[src/rtl/line_buf_arb_pkg.sv]
// line_buf_arb_pkg
//   Shared definitions for the line-buffer arbiter:
//   - state_t      : FSM encoding (SYNC=0, WAIT=1, CAPT=2, SWAP=3)
//   - DEF_ADDR_WIDTH / DEF_CNT_WIDTH : default parameter values for the top
package line_buf_arb_pkg;

  typedef enum logic [1:0] {
    ST_SYNC = 2'd0,  // waiting for the first iFVAL=0 after reset
    ST_WAIT = 2'd1,  // between frames
    ST_CAPT = 2'd2,  // capturing a frame, writes accepted
    ST_SWAP = 2'd3   // one-cycle frame-end decision
  } state_t;

  localparam int DEF_ADDR_WIDTH = 10;
  localparam int DEF_CNT_WIDTH  = 16;

endpackage

[src/rtl/fval_edge_det.sv]
// fval_edge_det
//   Rise/fall detector for the (already synchronous) camera frame-valid.
//   Ports:
//     clk     in  : camera clock
//     srst    in  : synchronous active-high reset
//     fval_i  in  : frame valid
//     rise_o  out : fval_i is 1 this cycle and was 0 last cycle
//     fall_o  out : fval_i is 0 this cycle and was 1 last cycle
module fval_edge_det (
  input  logic clk,
  input  logic srst,
  input  logic fval_i,
  output logic rise_o,
  output logic fall_o
);

  logic fval_q;
  logic fval_d;

  always_comb begin
    fval_d = fval_i;
  end

  always_ff @(posedge clk) begin
    if (srst) begin
      fval_q <= 1'b0;
    end else begin
      fval_q <= fval_d;
    end
  end

  assign rise_o = fval_i & ~fval_q;
  assign fall_o = ~fval_i & fval_q;

endmodule

[src/rtl/line_buf_arb.sv]
// line_buf_arb
//   Ping-pong line-memory arbiter between a camera line writer and a
//   centroid reader. Two banks (A/B) share one port-A address; the writer
//   owns bank oWBANK, the reader the other one. Writes always win.
//   Optional statistics counters are compiled only when the macro
//   LINE_BUF_ARB_STATS_EN is defined; otherwise they are tied to 0.
//   Ports:
//     CLK, RST                  : clock, synchronous active-high reset
//     iFVAL                     : camera frame valid
//     iWR_REQ, iWR_ADDR         : writer strobe / row address
//     iRD_REQ, iRD_ADDR         : reader strobe / row address
//     iRD_BUSY                  : reader is scanning its bank
//     oRD_GNT                   : read accepted this cycle (combinational)
//     oRD_VALID                 : read data valid (2 cycles after grant)
//     oADDR, oEN_A/B, oWE_A/B   : registered memory port-A controls
//     oWBANK                    : current write bank (0=A, 1=B)
//     oFRAME_DONE, oOVERRUN     : single-cycle frame-end status pulses
//     oOVR_CNT, oSTALL_CNT      : saturating statistics counters
module line_buf_arb
  import line_buf_arb_pkg::*;
#(
  parameter int ADDR_WIDTH = DEF_ADDR_WIDTH,
  parameter int CNT_WIDTH  = DEF_CNT_WIDTH
) (
  input  logic                  CLK,
  input  logic                  RST,
  input  logic                  iFVAL,
  input  logic                  iWR_REQ,
  input  logic [ADDR_WIDTH-1:0] iWR_ADDR,
  input  logic                  iRD_REQ,
  input  logic [ADDR_WIDTH-1:0] iRD_ADDR,
  input  logic                  iRD_BUSY,
  output logic                  oRD_GNT,
  output logic                  oRD_VALID,
  output logic [ADDR_WIDTH-1:0] oADDR,
  output logic                  oEN_A,
  output logic                  oEN_B,
  output logic                  oWE_A,
  output logic                  oWE_B,
  output logic                  oWBANK,
  output logic                  oFRAME_DONE,
  output logic                  oOVERRUN,
  output logic [CNT_WIDTH-1:0]  oOVR_CNT,
  output logic [CNT_WIDTH-1:0]  oSTALL_CNT
);

  state_t state_q, state_d;

  logic                  fval_rise;
  logic                  fval_fall;
  logic                  wr_acc;
  logic                  rd_gnt;
  logic                  swap_ok;
  logic                  swap_ovr;

  logic [ADDR_WIDTH-1:0] addr_q, addr_d;
  logic                  en_a_q, en_a_d;
  logic                  en_b_q, en_b_d;
  logic                  we_a_q, we_a_d;
  logic                  we_b_q, we_b_d;
  logic                  wbank_q, wbank_d;
  logic                  frame_done_q, frame_done_d;
  logic                  overrun_q, overrun_d;
  logic                  rd_pend_q, rd_pend_d;
  logic                  rd_valid_q, rd_valid_d;

  fval_edge_det u_fval_edge (
    .clk    (CLK),
    .srst   (RST),
    .fval_i (iFVAL),
    .rise_o (fval_rise),
    .fall_o (fval_fall)
  );

  // WAIT is only entered with iFVAL low and SWAP is only entered on a fall,
  // so a high iFVAL in WAIT/SWAP is always a rising edge.
  always_comb begin
    state_d = state_q;
    case (state_q)
      ST_SYNC: if (!iFVAL)    state_d = ST_WAIT;
      ST_WAIT: if (fval_rise) state_d = ST_CAPT;
      ST_CAPT: if (fval_fall) state_d = ST_SWAP;
      ST_SWAP: state_d = fval_rise ? ST_CAPT : ST_WAIT;
      default: state_d = ST_SYNC;
    endcase
  end

  assign wr_acc   = (state_q == ST_CAPT) && iWR_REQ;
  assign rd_gnt   = iRD_REQ && !wr_acc && !RST;
  assign swap_ok  = (state_q == ST_SWAP) && !iRD_BUSY;
  assign swap_ovr = (state_q == ST_SWAP) && iRD_BUSY;

  // Bank selection uses wbank_q of the access cycle, so a toggle landing
  // in the following cycle never redirects an access already issued.
  always_comb begin
    addr_d       = addr_q;
    en_a_d       = 1'b0;
    en_b_d       = 1'b0;
    we_a_d       = 1'b0;
    we_b_d       = 1'b0;
    wbank_d      = wbank_q ^ swap_ok;
    frame_done_d = swap_ok;
    overrun_d    = swap_ovr;
    rd_pend_d    = rd_gnt;
    rd_valid_d   = rd_pend_q;
    if (wr_acc) begin
      addr_d = iWR_ADDR;
      if (wbank_q) begin
        en_b_d = 1'b1;
        we_b_d = 1'b1;
      end else begin
        en_a_d = 1'b1;
        we_a_d = 1'b1;
      end
    end else if (rd_gnt) begin
      addr_d = iRD_ADDR;
      if (wbank_q) begin
        en_a_d = 1'b1;
      end else begin
        en_b_d = 1'b1;
      end
    end
  end

  always_ff @(posedge CLK) begin
    if (RST) begin
      state_q      <= ST_SYNC;
      addr_q       <= '0;
      en_a_q       <= 1'b0;
      en_b_q       <= 1'b0;
      we_a_q       <= 1'b0;
      we_b_q       <= 1'b0;
      wbank_q      <= 1'b0;
      frame_done_q <= 1'b0;
      overrun_q    <= 1'b0;
      rd_pend_q    <= 1'b0;
      rd_valid_q   <= 1'b0;
    end else begin
      state_q      <= state_d;
      addr_q       <= addr_d;
      en_a_q       <= en_a_d;
      en_b_q       <= en_b_d;
      we_a_q       <= we_a_d;
      we_b_q       <= we_b_d;
      wbank_q      <= wbank_d;
      frame_done_q <= frame_done_d;
      overrun_q    <= overrun_d;
      rd_pend_q    <= rd_pend_d;
      rd_valid_q   <= rd_valid_d;
    end
  end

  assign oRD_GNT     = rd_gnt;
  assign oRD_VALID   = rd_valid_q;
  assign oADDR       = addr_q;
  assign oEN_A       = en_a_q;
  assign oEN_B       = en_b_q;
  assign oWE_A       = we_a_q;
  assign oWE_B       = we_b_q;
  assign oWBANK      = wbank_q;
  assign oFRAME_DONE = frame_done_q;
  assign oOVERRUN    = overrun_q;

`ifdef LINE_BUF_ARB_STATS_EN
  logic [CNT_WIDTH-1:0] ovr_cnt_q, ovr_cnt_d;
  logic [CNT_WIDTH-1:0] stall_cnt_q, stall_cnt_d;

  // The overrun count steps on the same edge that raises oOVERRUN.
  always_comb begin
    ovr_cnt_d   = ovr_cnt_q;
    stall_cnt_d = stall_cnt_q;
    if (swap_ovr && (ovr_cnt_q != '1)) begin
      ovr_cnt_d = ovr_cnt_q + CNT_WIDTH'(1);
    end
    if (iRD_REQ && !rd_gnt && (stall_cnt_q != '1)) begin
      stall_cnt_d = stall_cnt_q + CNT_WIDTH'(1);
    end
  end

  always_ff @(posedge CLK) begin
    if (RST) begin
      ovr_cnt_q   <= '0;
      stall_cnt_q <= '0;
    end else begin
      ovr_cnt_q   <= ovr_cnt_d;
      stall_cnt_q <= stall_cnt_d;
    end
  end

  assign oOVR_CNT   = ovr_cnt_q;
  assign oSTALL_CNT = stall_cnt_q;
`else
  assign oOVR_CNT   = '0;
  assign oSTALL_CNT = '0;
`endif

endmodule

[config.mk]
export PLATFORM = sky130hd
export DESIGN_NAME = line_buf_arb
export DESIGN_NICKNAME = d
export VERILOG_FILES = /design/src/rtl/line_buf_arb_pkg.sv /design/src/rtl/fval_edge_det.sv /design/src/rtl/line_buf_arb.sv
export SDC_FILE = /design/constraint.sdc
export NUM_CORES = 1
export LEC_CHECK = 0
export ABC_AREA = 0
export CORE_MARGIN = 10
export CORE_UTILIZATION = 25
export CTS_CLUSTER_SIZE = 25
export DETAILED_ROUTE_END_ITERATION = 6
export PLACE_DENSITY = 0.67
export SYNTH_ARGS = -nofsm -noshare
export SYNTH_HDL_FRONTEND = slang
export SYNTH_SLANG_ARGS = --single-unit
[constraint.sdc]
create_clock -name CLK -period 1.1 [get_ports CLK]
set_clock_uncertainty 0.05 [all_clocks]
set_input_delay 0.165 -clock CLK [delete_from_list [all_inputs] [get_ports CLK]]
set_output_delay 0.165 -clock CLK [all_outputs]
set_load 0.005 [all_outputs]
==> results of run 1 <==
layout make-up:
type / count / area, µm² / area share [%]
multi-input cells: 87 / 566 / 34.9
repair buffers: 53 / 487 / 30.0
flip-flops and latches: 22 / 444 / 27.4
well taps: 52 / 65.1 / 4.02
clock buffers: 4 / 55.1 / 3.40
inverters: 1 / 3.75 / 0.232
logic make-up (layout without fill, tap and decap cells):
group                  Yosys count  count (layout)  share of synthesized area, %
AND/OR/NAND/NOR                 29              29                          15.1
multiplexers                    11              11                          9.40
AO/OA/AOI/OAI                   15              15                          12.0
buffers and inverters           39              58                          25.6
flip-flops                      22              22                          37.6
other                            1              32                         0.320
worst max-delay path: cells and delay by family, from the launching register on:
| kind | cells | cell delay (ns) |
|---|---|---|
| flops | 1 | 0.33 |
| simple gates | 3 | 0.29 |
| buf+inv | 1 | 0.12 |
power by group through the flow:
stage	clock, mW	combinational (mW)	sequential, mW
global placement	0	0.323	0.869
detailed placement	0	0.327	0.870
CTS	0.627	0.307	0.850
global route	0.651	0.341	0.855
floorplan	0	0.216	0.876
finish	0.592	0.311	0.850
metrics by stage:
stage	area [µm²]	utilization [%]	total power, mW
finish	1620	36.5	1.75
global route	1620	36.5	1.85
CTS	1600	36.0	1.78
detailed placement	1570	35.2	1.20
global placement	1570	35.2	1.19
floorplan	1290	-	1.09
final timing paths:
check / slack (ns) / end / start
setup reg to reg: -0.08 / oADDR[2]$_SDFFE_PP0P_ / state_q[0]$_SDFFE_PP0P_
setup / recovery: -0.13 / oRD_GNT / state_q[0]$_SDFFE_PP0P_
hold reg to reg: 0.39 / oRD_VALID$_SDFF_PP0_ / rd_pend_q$_SDFF_PP0_
hold / removal: 0.39 / oRD_VALID$_SDFF_PP0_ / rd_pend_q$_SDFF_PP0_
cells in the final DEF (no fill, tap or decap), drive strengths merged, types with 2 or more instances in the layout:
cell            n
nor2b           2
nand2           3
conb           32
nor3b           3
dlygate4sd2    16
buf            10
clkdlybuf4s50  24
mux2i          11
a21o            2
clkdlybuf4s15   3
nor3            3
clkbuf          4
nor2           15
a21oi           2
dfxtp          22
a211oi         10
metal layers:
layer	up-vias	part of all wire [%]	global-route usage [%]	wire [µm]
met5	-	0	0	0
met4	0	0.76	2.20	22
met3	4	9.8	3.68	285
met2	45	45	11.9	1300
met1	396	44	7.55	1280
li1	424	-	-	-
timing repair:
item                                    4_1_cts  5_1_grt
pin swaps                                     0        3
buffers inserted                              0        1
resized for setup                            24       11
endpoints found under the setup margin       34       20
==> impl_metrics.csv, run 1 <==
group,metric,value,unit
synth,ys_seq_area_share,37.6,%
floorplan,die_h,88.4,µm
floorplan,io_pins,77,
pwr,powerDensity,1080,nW/µm²
synth,ys_top_cells_by_area,"dfxtp_1 (38%), buf_4 (22%), mux2i_1 (9.4%), a211oi_2 (7.5%), nor2_2 (3.7%)",
synth,synth.avg_cell_area,10.0,µm²
cts,clock-root-buffer,"clkbuf_8",
worst_setup_path,worstPathCellList,"nand3b_4, nand2_2, nor2_2, buf_2",
timing,drv_slew,0,
grt,antenna_found_initial,0,
floorplan,rows,24,
timing,final-hold-violation-count,0,
cts,numCtsBuffers,3,
worst_setup_path,critical_path_class,"reg -> out",
worst_setup_path,required,0.88,ns
floorplan,coreArea,4440,µm²
pwr,irDropWorstVdd,0.582,mV
worst_hold_path,min_path_cells,1,
floorplan,start_util,26.4,%
cts,clk_path_buf_depth,2,
drt,dr.pass1.iters,3,
timing,finalSetupViolCount,13,
grt,grt_util_all_layers,7.08,%
cts,clock_latency,0.26,ns
run,max_cap_violations,0,
place,dp.cells,215,
floorplan,die_area,7820,µm²
worst_setup_path,critPathMaxFanout,2,
synth,synth.cell_area,1170,µm²
cells_and_area,largest_register_ffs,10,
worst_setup_path,end_kind,"output pin",
synth,yosysWarnings,0,
cells_and_area,nets,194,
place,hpwlAfterDp,2310,µm
run_status,status,"complete, but fails checks",
grt,grt_pass1_wl,4240,µm
pwr,pwr-share-comb,17.8,%
synth,yosysMostFrequentCell,"buf_4",
synth,yosysTopAreaCell,"dfxtp_1",
timing,fin_hold_ws,0.394,ns
grt,grt_max_degree,25,
run_status,violations,"setup timing",
worst_setup_path,start_kind,"flop",
drt,first_iter_violations,14,
synth,synth_edf_count,0,
floorplan,die_x,88.4,µm
synth,ys_async_sr_fraction,0,%
grt,grt_overflow_total,0,
cells_and_area,stdcell_count,219,
drt,via_per_inst,3.97,
place,post-place-ws,-0.579,ns
worst_hold_path,hold_path_class,"reg -> reg",
pwr,leakage,0.774,nW
pwr,swShare,24.1,%
cts,cts-hold-fix-buffers,0,
pwr,p_sw,0.423,mW
pwr,intPower,1.33,mW
cells_and_area,drive_above_1_share,23.4,%
drt,routed_wl,2890,µm
synth,synthFlopType,"dfxtp_1",
worst_setup_path,cpMaxStageDelayCell,"dfxtp_2",
worst_setup_path,reg2reg_depth,4,
timing,rsz0062_at_grt,"yes",
synth,synth_top_area_share,37.6,%
place,io_buffer_count,44,
drt,drc,0,
synth,syn_inst,117,
synth,synth_seq_cells,22,
pwr,clkPwrFrac,33.7,%
cts,htree_levels,1,
place,gp_congestion,0.664,
cells_and_area,n_antenna_cell,0,
cells_and_area,syn2layout_area_growth,38.4,%
cells_and_area,fillers,481,
synth,synth_cell_types,24,
timing,max_freq,815,MHz
worst_setup_path,slowest_delay,0.33,ns
drt,postRouteAntennaNets,0,
timing,finalCritPeriodShare,112,%
pwr,pwr-share-seq,48.5,%
cts,cts_sinks,22,
grt,grt_pass1_vias,893,
timing,fin_crit,1.23,ns
worst_setup_path,cp_data_arrival_time,1.01,ns
cts,cts.clk_slew.worst_paths,0.08,ns
timing,final.setup.worst_slack,-0.127,ns
synth,ys_top_cells_by_count,"buf_4 (34), dfxtp_1 (22), mux2i_1 (11), nor2_1 (8)",
drt,wl_per_cell,13.2,µm
cts,cts_tree,"done",
timing,setup_tns,-1.11,ns
drt,num_vias,869,
Power figures use the tool's default switching activity.
==> run 2, diff against run 1 <==
Settings changed: CORE_ASPECT_RATIO from default to 0.5.
==> run 2 against run 1 <==
Clock power increased by 28%. Via count decreased by 2.9%. Maximum frequency shrank 0.44%. Non-clock buffer count fell by 1. Clock-buffer cell count fell by 1. Sequential power hardly changed. The run still ends with setup timing left.
==> impl_metrics.csv, run 2 (same netlist as run 1, synthesis figures left out) <==
group,metric,value,unit
cts,cts_sinks,22,
grt,grt_util_all_layers,6.64,%
place,io_buffer_count,44,
grt,grt_max_degree,25,
timing,finalCritPeriodShare,112,%
floorplan,rows,17,
timing,max_freq,812,MHz
cts,cts.clk_slew.worst_paths,0.09,ns
drt,routed_wl,2900,µm
floorplan,die_area,7990,µm²
cts,htree_levels,1,
timing,final.setup.worst_slack,-0.132,ns
cells_and_area,layout_commonest_cell,"conb_1",
cts,clock_latency,0.26,ns
timing,fin_hold_ws,0.410,ns
floorplan,io_pins,77,
timing,final-hold-violation-count,0,
grt,antenna_found_initial,0,
worst_setup_path,critical_path_class,"reg -> out",
timing,drv_slew,0,
worst_setup_path,slowest_delay,0.34,ns
worst_setup_path,worstPathCellList,"nand3b_4, nand2_2, nor2_1, buf_2",
run_status,status,"complete, but fails checks",
grt,grt_overflow_total,0,
cts,clock-root-buffer,"clkbuf_8",
cts,cts_tree,"done",
worst_setup_path,critPathMaxFanout,2,
cells_and_area,drive_above_1_share,22.3,%
drt,first_iter_violations,38,
worst_setup_path,required,0.88,ns
worst_setup_path,crit_path_start,"state_q[0]$_SDFFE_PP0P_",
timing,finalSetupViolCount,13,
cells_and_area,n_antenna_cell,0,
cells_and_area,multi_input_area,562,µm²
grt,grt_pass1_vias,896,
timing,fin_crit,1.23,ns
place,hpwlAfterDp,2320,µm
cells_and_area,largest_register_ffs,10,
worst_setup_path,start_kind,"flop",
worst_setup_path,r2r-start,"state_q[0]$_SDFFE_PP0P_",
grt,grt_pass1_wl,4220,µm
worst_setup_path,end_kind,"output pin",
worst_hold_path,hold_path_class,"reg -> reg",
place,gp_congestion,0.667,
run_status,violations,"setup timing",
timing,setup_tns,-0.522,ns
pwr,irDropWorstVdd,0.561,mV
pwr,powerDensity,1170,nW/µm²
cells_and_area,final_cell_mix,"conb_1 (32), clkdlybuf4s50_1 (25), dfxtp_1 (19)",
cts,clk_path_buf_depth,2,
run,max_cap_violations,0,
worst_hold_path,min_from,"rd_pend_q$_SDFF_PP0_",
cts,postCtsSetupRepairBufs,0,
drt,dr.pass1.iters,4,
floorplan,die_h,68.4,µm
worst_setup_path,cp_data_arrival_time,1.02,ns
cts,numCtsBuffers,3,
cts,cts-hold-fix-buffers,0,
drt,num_vias,844,
drt,drc,0,
worst_setup_path,cpMaxStageDelayCell,"dfxtp_2",
drt,via_per_inst,3.78,
drt,postRouteAntennaNets,0,
cells_and_area,fillers,457,
pwr,leakage,0.773,nW
floorplan,start_util,26.2,%
cells_and_area,nets,193,
drt,wl_per_cell,13.0,µm
cells_and_area,regArea,444,µm²
cells_and_area,syn2layout_area_growth,39.7,%
floorplan,coreArea,4470,µm²
floorplan,die_x,117,µm
timing,rsz0062_at_grt,"yes",
## run 2: final cells by class
cell class	instances	share of cell area (%)
multi-input cells	87	34.3
flip-flops and latches	22	27.1
inverters	1	0.229
well taps	57	4.36
clock buffers	3	2.52
repair buffers	52	29.6
clock inverters	1	1.83
## run 2: path summary, 6_finish.rpt
path	endpoint	slack [ns]	cells past startpoint
setup reg to reg	oADDR[0]$_SDFFE_PP0P_	-0.03	4
hold / removal	oRD_VALID$_SDFF_PP0_	0.41	1
hold reg to reg	oRD_VALID$_SDFF_PP0_	0.41	1
setup / recovery	oRD_GNT	-0.13	4
## run 2: repair_timing
item	4_1_cts	5_1_grt
pin swaps	0	5
endpoints found under the setup margin	33	20
gates cloned	0	0
gates resized for setup	23	11
endpoints found under the hold margin	0	0
## run 2: critical path, delay by kind of cell (launching register included)
kind	cells	cell delay, ns
simple gates	3	0.28
flops	1	0.34
buf+inv	1	0.13
## run 2: metal layers
metal | GRT usage (%) | part of all wire (%) | vias up
li1 | - | - | 423
met1 | 6.98 | 40 | 384
met2 | 12.8 | 54 | 35
met3 | 2.01 | 6.0 | 2
met4 | 1.83 | 0.48 | 0
met5 | 0 | 0 | -
## run 2: stage by stage
step,cell area (µm²),setup WS [ns],power [mW],cells,utilization (%)
after global placement,1560,-0.479,1.19,219,35.0
after detailed placement,1560,-0.507,1.19,219,35.0
after CTS,1610,-0.133,1.93,223,36.0
after floorplan,1290,0.0333,1.09,148,-
after global routing,1640,-0.207,2.02,223,36.6
final,1640,-0.132,1.92,223,36.6
## run 2: where the power goes
part | switching (mW) | internal (mW) | total, mW | leakage, nW
Combinational | 0.135 | 0.176 | 0.311 | 0.556
Clock | 0.269 | 0.486 | 0.755 | 0.0357
Sequential | 0.0165 | 0.835 | 0.852 | 0.182
==> run 3, diff against run 2 <==
==> constraint.sdc (replaced) <==
create_clock -name CLK -period 1.1 [get_ports CLK]
set_clock_uncertainty 0.05 [all_clocks]
set_input_delay 0.165 -clock CLK [delete_from_list [all_inputs] [get_ports CLK]]
set_output_delay 0.165 -clock CLK [all_outputs]
set_load 0.01 [all_outputs]
==> run 3 against run 2 <==
The run still ends with setup timing left. Non-clock buffer count unchanged. Cell area down 0.54%. Clock power down 1%. Combinational power up 12%. First-iteration DRC count down 58%. Maximum frequency up 1.1%. Sequential share of layout area up 0.069 points. Utilization down 0.20 points. Worst hold slack worse by 0.0066 ns. Register-to-register slack worse by 0.03 ns. Critical path depth up 1. Critical path type is now in -> out. Largest power group unchanged.
==> impl_metrics.csv, run 3 (same netlist as run 1, synthesis figures left out) <==
group,metric,value,unit
grt,grt_pass1_wl,4130,µm
run_status,violations,"setup timing",
floorplan,coreArea,4470,µm²
drt,drc,0,
worst_hold_path,hold_path_class,"reg -> reg",
worst_setup_path,start_kind,"input port",
worst_setup_path,cp_data_arrival_time,1.00,ns
cells_and_area,n_antenna_cell,0,
worst_setup_path,required,0.88,ns
timing,final.setup.worst_slack,-0.119,ns
cells_and_area,regArea,443,µm²
drt,dr.pass1.iters,4,
floorplan,die_x,117,µm
cells_and_area,multi_input_area,571,µm²
cells_and_area,drive_above_1_share,26.5,%
cells_and_area,syn2layout_area_growth,39.0,%
cells_and_area,nets,193,
cts,cts_tree,"done",
cts,numCtsBuffers,3,
pwr,total_power,1.95,mW
cts,htree_levels,1,
pwr,clkPwrFrac,38.3,%
floorplan,die_area,7990,µm²
worst_setup_path,critPathMaxFanout,2,
place,placed_area,1570,µm²
pwr,leakage,0.734,nW
pwr,pwr-share-seq,43.8,%
pwr,p_sw,0.451,mW
timing,finalSetupViolCount,13,
run_status,status,"complete, but fails checks",
timing,rsz0062_at_grt,"yes",
grt,grt_max_degree,25,
pwr,intPower,1.50,mW
pwr,irDropWorstVdd,0.488,mV
floorplan,io_pins,77,
timing,max_freq,820,MHz
timing,fin_hold_ws,0.403,ns
timing,final-hold-violation-count,0,
drt,postRouteAntennaNets,0,
drt,num_vias,863,
worst_setup_path,critical_path_class,"in -> out",
cts,cts.clk_slew.worst_paths,0.08,ns
floorplan,start_util,26.2,%
cells_and_area,final_cell_mix,"conb_1 (32), clkdlybuf4s50_1 (25), dfxtp_1 (20)",
timing,finalCritPeriodShare,111,%
floorplan,rows,17,
worst_setup_path,end_kind,"output pin",
timing,drv_slew,0,
cells_and_area,layout_commonest_cell,"conb_1",
pwr,powerDensity,1200,nW/µm²
timing,fin_crit,1.22,ns
grt,grt_overflow_total,0,
pwr,swShare,23.1,%
cts,clock_latency,0.26,ns
run,max_cap_violations,0,
cts,cts_sinks,22,
cts,clock-root-buffer,"clkbuf_8",
grt,grt_pass1_vias,921,
cells_and_area,fillers,479,
place,hpwlAfterDp,2300,µm
grt,grt_util_all_layers,6.37,%
cells_and_area,fin_area,1630,µm²
place,io_buffer_count,44,
cts,postCtsSetupRepairBufs,0,
drt,wl_per_cell,12.9,µm
grt,antenna_found_initial,0,
cts,cts-hold-fix-buffers,0,
drt,routed_wl,2870,µm
floorplan,die_h,68.4,µm
drt,first_iter_violations,16,
cts,clk_path_buf_depth,2,
drt,via_per_inst,3.87,
place,gp_congestion,0.652,
pwr,pwr-share-comb,17.9,%
cells_and_area,largest_register_ffs,10,
-- run 3: final cells by class --
cell class | instances | area share, %
flip-flops and latches | 22 | 27.2
clock inverters | 1 | 1.84
clock buffers | 3 | 2.54
inverters | 1 | 0.231
repair buffers | 52 | 28.7
multi-input cells | 87 | 35.0
well taps | 57 | 4.38
-- run 3: timing repair --
item | 4_1_cts | 5_1_grt
resized for setup | 30 | 24
pin swaps | 0 | 4
endpoints found under the setup margin | 33 | 33
-- run 3: stage by stage --
step           util (%)  instances  worst slack (ns)  TNS, ns
2_1_floorplan         -        148           0.00695        0
3_3_place_gp       35.2        219            -0.528    -6.19
3_5_place_dp       35.2        219            -0.535    -6.57
4_1_cts            36.6        223            -0.132    -1.04
5_1_grt            36.4        223            -0.158    -1.31
6_report           36.4        223            -0.119   -0.718
-- run 3: power by group through the flow --
stage	combinational, mW	clock, mW	sequential [mW]
after floorplan	0.246	0	0.888
after global placement	0.359	0	0.871
after detailed placement	0.361	0	0.872
after CTS	0.344	0.780	0.853
after global routing	0.376	0.822	0.859
final	0.348	0.747	0.854
-- run 3: path summary, 6_finish.rpt --
| kind | from | slack (ns) | cells after the start | end |
|---|---|---|---|---|
| worst max-delay path | iWR_REQ | -0.12 | 5 | oRD_GNT |
| worst max register to register | state_q[0]$_SDFFE_PP0P_ | -0.06 | 4 | oADDR[0]$_SDFFE_PP0P_ |
| worst min-delay path | rd_pend_q$_SDFF_PP0_ | 0.40 | 1 | oRD_VALID$_SDFF_PP0_ |
| worst min register to register | rd_pend_q$_SDFF_PP0_ | 0.40 | 1 | oRD_VALID$_SDFF_PP0_ |
-- run 3: metal layers --
| layer | vias up | GRT usage [%] | wire length [µm] |
|---|---|---|---|
| li1 | 424 | - | - |
| met1 | 403 | 5.91 | 1140 |
| met2 | 34 | 13.5 | 1580 |
| met3 | 2 | 1.75 | 127 |
| met4 | 0 | 1.83 | 26 |
| met5 | - | 0 | 0 |
-- run 3: critical path: stages --
cell and delay [ns]:
clkdlybuf4s50_1 0.50, nand3b_4 0.11, nand2_4 0.09, nor2_4 0.03, buf_6 0.11
